==> config.mk <==
export PLATFORM = sky130hd
export DESIGN_NAME = memory_responder
export DESIGN_NICKNAME = d
export VERILOG_FILES = /design/src/rtl/mem_pkg.sv /design/src/rtl/sync_ram_1w1r.sv /design/src/rtl/memory_responder.sv
export SDC_FILE = /design/constraint.sdc
export NUM_CORES = 1
export LEC_CHECK = 0
export ABC_CLOCK_PERIOD_IN_PS = 3500
export CAP_MARGIN = 0
export CORE_ASPECT_RATIO = 0.7
export CORE_MARGIN = 4
export CORE_UTILIZATION = 50
export CTS_CLUSTER_DIAMETER = 50
export CTS_CLUSTER_SIZE = 8
export DETAILED_ROUTE_END_ITERATION = 6
export PLACE_DENSITY = 0.66
export SLEW_MARGIN = 10
export SYNTH_ARGS = -nofsm -noshare
export SYNTH_HDL_FRONTEND = slang
export SYNTH_SLANG_ARGS = --single-unit
==> constraint.sdc <==
create_clock -name clk -period 3.5 [get_ports clk]
set_clock_uncertainty 0.2 [all_clocks]
set_input_delay 0.525 -clock clk [delete_from_list [all_inputs] [get_ports clk]]
set_output_delay 0.525 -clock clk [all_outputs]
set_load 0.005 [all_outputs]
==> src/rtl/mem_pkg.sv <==
// Shared constants and boot-state encoding for the memory responder.
package mem_pkg;

  localparam int unsigned AW    = 5;
  localparam int unsigned DW    = 8;
  localparam int unsigned DEPTH = 32;
  localparam int unsigned PW    = AW + 1;

  typedef enum logic [2:0] {
    StHdr,
    StImem,
    StDmem,
    StRun,
    StErr
  } boot_state_e;

endpackage

==> src/rtl/sync_ram_1w1r.sv <==
// Small register-file RAM: synchronous write, asynchronous read, synchronous clear.
module sync_ram_1w1r #(
  parameter int unsigned AddrW = 5,
  parameter int unsigned DataW = 8,
  parameter int unsigned Depth = 32
) (
  input  logic             clk_i,
  input  logic             clear_i,
  input  logic             we_i,
  input  logic [AddrW-1:0] waddr_i,
  input  logic [DataW-1:0] wdata_i,
  input  logic [AddrW-1:0] raddr_i,
  output logic [DataW-1:0] rdata_o
);

  logic [DataW-1:0] mem_q [Depth];

  always_ff @(posedge clk_i) begin
    if (clear_i) begin
      for (int i = 0; i < int'(Depth); i++) mem_q[i] <= '0;
    end else if (we_i) begin
      mem_q[waddr_i] <= wdata_i;
    end
  end

  assign rdata_o = mem_q[raddr_i];

endmodule

==> src/rtl/memory_responder.sv <==
// Instruction/data memories for the accumulator CPU plus the boot loader that fills them
// from a byte stream and holds the CPU in reset until the image is complete.
module memory_responder
  import mem_pkg::*;
(
  input  logic          clk,
  input  logic          reset,
  input  logic          load_valid,
  input  logic [DW-1:0] load_data,
  input  logic          load_last,
  output logic          load_ready,
  output logic          load_done,
  output logic          load_err,
  output logic          cpu_reset,
  input  logic [AW-1:0] im_abus,
  output logic [DW-1:0] im_dbus,
  input  logic [AW-1:0] dm_abus,
  input  logic [DW-1:0] dm_in_dbus,
  input  logic          dm_we,
  output logic [DW-1:0] dm_out_dbus
);

  boot_state_e   state_q, state_d;
  logic [PW-1:0] count_q, count_d;
  logic [PW-1:0] iptr_q, iptr_d;
  logic [PW-1:0] dptr_q, dptr_d;

  logic          accept;
  logic          im_we;
  logic          dm_wr_en;
  logic [AW-1:0] dm_waddr;
  logic [DW-1:0] dm_wdata;
  logic          dptr_full;
  logic [PW-1:0] iptr_inc;

  assign load_ready = (state_q == StHdr) || (state_q == StImem) || (state_q == StDmem);
  assign load_done  = (state_q == StRun);
  assign load_err   = (state_q == StErr);
  assign cpu_reset  = (state_q != StRun);

  assign accept    = load_valid && load_ready;
  assign dptr_full = (dptr_q == PW'(DEPTH));
  assign iptr_inc  = iptr_q + PW'(1);

  assign im_we = accept && (state_q == StImem);

  // Loader owns dmem until RUN; afterwards only the CPU writes it.
  always_comb begin
    dm_wr_en = 1'b0;
    dm_waddr = dm_abus;
    dm_wdata = dm_in_dbus;
    if (state_q == StRun) begin
      dm_wr_en = dm_we;
    end else if (state_q == StDmem) begin
      dm_wr_en = accept && !dptr_full;
      dm_waddr = dptr_q[AW-1:0];
      dm_wdata = load_data;
    end
  end

  always_comb begin
    state_d = state_q;
    count_d = count_q;
    iptr_d  = iptr_q;
    dptr_d  = dptr_q;
    unique case (state_q)
      StHdr: begin
        if (accept) begin
          if (load_data == '0 || load_data > DW'(DEPTH) || load_last) begin
            state_d = StErr;
          end else begin
            count_d = load_data[PW-1:0];
            state_d = StImem;
          end
        end
      end
      StImem: begin
        if (accept) begin
          iptr_d = iptr_inc;
          if (iptr_inc == count_q) begin
            state_d = load_last ? StRun : StDmem;
          end else if (load_last) begin
            state_d = StErr;
          end
        end
      end
      StDmem: begin
        if (accept) begin
          if (dptr_full) begin
            state_d = StErr;
          end else begin
            dptr_d = dptr_q + PW'(1);
            if (load_last) state_d = StRun;
          end
        end
      end
      StRun:   state_d = StRun;
      StErr:   state_d = StErr;
      default: state_d = StErr;
    endcase
  end

  always_ff @(posedge clk) begin
    if (reset) begin
      state_q <= StHdr;
      count_q <= '0;
      iptr_q  <= '0;
      dptr_q  <= '0;
    end else begin
      state_q <= state_d;
      count_q <= count_d;
      iptr_q  <= iptr_d;
      dptr_q  <= dptr_d;
    end
  end

  sync_ram_1w1r #(
    .AddrW(AW),
    .DataW(DW),
    .Depth(DEPTH)
  ) u_imem (
    .clk_i  (clk),
    .clear_i(reset),
    .we_i   (im_we),
    .waddr_i(iptr_q[AW-1:0]),
    .wdata_i(load_data),
    .raddr_i(im_abus),
    .rdata_o(im_dbus)
  );

  sync_ram_1w1r #(
    .AddrW(AW),
    .DataW(DW),
    .Depth(DEPTH)
  ) u_dmem (
    .clk_i  (clk),
    .clear_i(reset),
    .we_i   (dm_wr_en),
    .waddr_i(dm_waddr),
    .wdata_i(dm_wdata),
    .raddr_i(dm_abus),
    .rdata_o(dm_out_dbus)
  );

endmodule

==> qor.csv, run 1 <==
stage;metric;value;unit
placement;port_buffers;50;
flow_run;maxCapViolCount;0;
clock_tree;clk_latency;600;ps
synth;avgSynthCellArea;14.63;um^2
floorplan;io_pins;51;
power_and_ir_drop;ir_worst_vdd;293.9;uV
synth;synthAdderAreaFrac;0.3062;%
critical_path;crit_chain;buf_6 > buf_4 > buf_12 > mux4_2 > mux4_2 > mux2_2 > clkdlybuf4s50_1;
timing;post-route-period-util;98.08;%
clock_tree;cts-buffers-inserted;77;
synth;ys_seq_elements;533;
synth;synth_most_common_cell;edfxtp_1;
synth;synth_xor_area_share;0.5359;%
critical_path;cp_max_fo;6;
placement;hpwl;45300;um
critical_path;max_stage_delay;500;ps
power_and_ir_drop;p_per_area;529.5;nW/um^2
layout;nets;1862;
synth;synth_seq_area_share;64.43;%
timing;max_freq;291.3;MHz
detailed_routing;via_per_inst;6.035;
grt;grt_max_degree;70;
grt;antenna_found_initial;1;
synth;synthMuxAreaShare;16.29;%
power_and_ir_drop;leakage;10.09;nW
critical_path;ff2ff_path_depth;7;
synth;yosys-top-cells-count;512 x edfxtp_1, 329 x nor2_1, 261 x and2_1;
floorplan;start_util;50.86;%
timing;tightest_slew;966.3;ps
critical_path;slowest_stage;mux4_2;
synth;yosys_warnings;0;
synth;synthArstFlopShare;0;%
detailed_routing;vias;15140;
hold_path;hold_path_class;flip-flop to flip-flop;
floorplan;coreArea;48200;um^2
synth;synth_edf_count;512;
synth;syn_inst;1676;
synth;ys.flop_type;edfxtp_1;
critical_path;critPathCaptureType;primary output;
layout;drive_gt1_share;22.67;%
clock_tree;cts_tree;built;
layout;n_antenna_cell;0;
critical_path;crit_arrival;2710;ps
synth;synth_top_family_by_area;multiplexers;
layout;stdcell_area;28740;um^2
synth;synthesis.nets;1713;
timing;relSlewSlack;33.74;%
clock_tree;clockBufferDepth;3;
floorplan;die_height;193.3;um
timing;setup_violations;0;
floorplan;die-area;52700;um^2
detailed_routing;ant_nets;0;
detailed_routing;drt_iter0_markers;1972;
grt;first_global_vias;14850;
floorplan;dieWidth;272.7;um
detailed_routing;drc_errors;0;
detailed_routing;drt-total-wl;65800;um
clock_tree;cts.sinks;533;
detailed_routing;dr.pass1.iters;6;
synth;synth-compound-area-share;2.052;%
critical_path;path_class;input port to primary output;
clock_tree;holdBufCountCts;0;
placement;place.gp.congestion;0.8766;
timing;grt_setup_unrepaired;false;
clock_tree;cts_root_buffer;clkbuf_16;
timing;drv_slew;0;
timing;final_hold_viol_count;0;
synth;yosysUniqueCellTypes;50;
timing;fin_crit;3433;ps
critical_path;startpoint_type;input port;
synth;synthSimpleGateAreaFrac;14.27;%
synth;syn_area;24520;um^2
clock_tree;clk_pin_slew;50;ps
synth;netlist.area_leader.share;62.71;%
grt;grt_pass1_wl;97460;um
detailed_routing;routedWlPerCell;26.24;um
hold_path;holdPathStages;2;
synth;synth_area_leaders;edfxtp_1 63%, mux4_2 15%, and2_1 6.7%;
status;status;finished, final reports clean;
clock_tree;h-tree-depth;3;
placement;placed_area;26530;um^2
synth;yosysTopAreaCell;edfxtp_1;
power_and_ir_drop;power;15.22;mW
critical_path;crit_top_cell;mux4_2;
critical_path;required;2770;ps
floorplan;row_count;67;
layout;syn2layout_area_growth;17.23;%
grt;overflow;0;
grt;grt_util_all_layers;25.20;%
==> per-stage QoR <==
stage	hold WS, ps	setup slack, ps	instances	TNS, ps	utilization, %
6_report	325.5	67.31	2508	0	59.62
5_1_grt	356.3	36.57	2508	0	59.62
4_1_cts	332.0	3.709	2507	0	59.52
3_5_place_dp	318.9	-28.21	2400	-75.02	55.04
3_3_place_gp	296.9	-21.67	2400	-85.09	55.04
2_1_floorplan	280.7	218.4	1676	0	-
==> timing repair <==
item                       in CTS  in global routing
pin swaps                       0                  0
buffers inserted                0                  0
resized for setup              13                  6
cloned                          0                  1
setup endpoints to repair      12                  3
==> layout make-up <==
class                      instances  area, um^2
clock buffer                     102        2093
clock inverter                     5       80.08
fill                            3588       19460
inverter                           7       26.28
multi-input combinational       1018        8204
sequential                       533       15800
tap                              655       819.5
timing repair buffer             188        1722
==> routing by layer <==
layer  GRT usage (%)  routed length, um
met5               0                  0
met2           33.63              27320
met4           5.726               1259
met3           7.269               8367
met1           40.96              28860
==> worst max-delay path: cells and delay by family <==
family	cells	cell delay [ps]
multiplexers	3	1270
buffers and inverters	4	900
==> kinds of logic (layout without fill, tap and decap cells) <==
kind of cell | count (synthesis) | count (layout)
AO/OA/AOI/OAI | 89 | 89
XOR/XNOR | 15 | 15
adder cells (fa/ha/maj) | 6 | 6
buffers and inverters | 125 | 302
flip-flops | 533 | 533
multiplexers | 196 | 196
AND/OR/NAND/NOR | 712 | 712
==> layout by cell type, fill, tap and decap left out, types with 12 or more instances in the layout <==
master           count
dfxtp_1             21
edfxtp_1           512
and2_1             261
clkbuf_16           80
mux2i_1             17
nand2_1             59
mux4_2             160
clkbuf_1            20
buf_12              13
nor2_1             329
clkdlybuf4s50_1     31
buf_4              123
dlygate4sd2_1       12
o21ai_0             71
mux2_2              16
nand2b_1            12
==> registers in the layout, summed over array words and instances (netlist names) <==
name	cells
u_imem.mem_q	256
state_q	3
u_dmem.mem_q	256
dptr_q	6
count_q	6
iptr_q	6
==> report_power, final <==
part	internal [mW]	total (mW)	switching, mW
sequential	7.21	7.31	0.0953
combinational	0.503	1.10	0.597
clock	4.19	6.81	2.62
total	11.9	15.2	3.31
==> final timing paths <==
check                                 from                  end  slack (ps)
worst max-delay path            dm_abus[0]       dm_out_dbus[3]          70
worst min-delay path            count_q[5]           count_q[5]         330
worst max register to register  state_q[0]  u_dmem.mem_q[25][3]         160
worst min register to register  count_q[5]           count_q[5]         330
Note: power is estimated with default switching activity, not from simulation.
==> inputs of run 2 (changes only) <==
- HOLD_SLACK_MARGIN: unset -> 0.12
==> results of run 2 <==
Same layout as run 1: the final DEF is identical, and so are final timing and power.
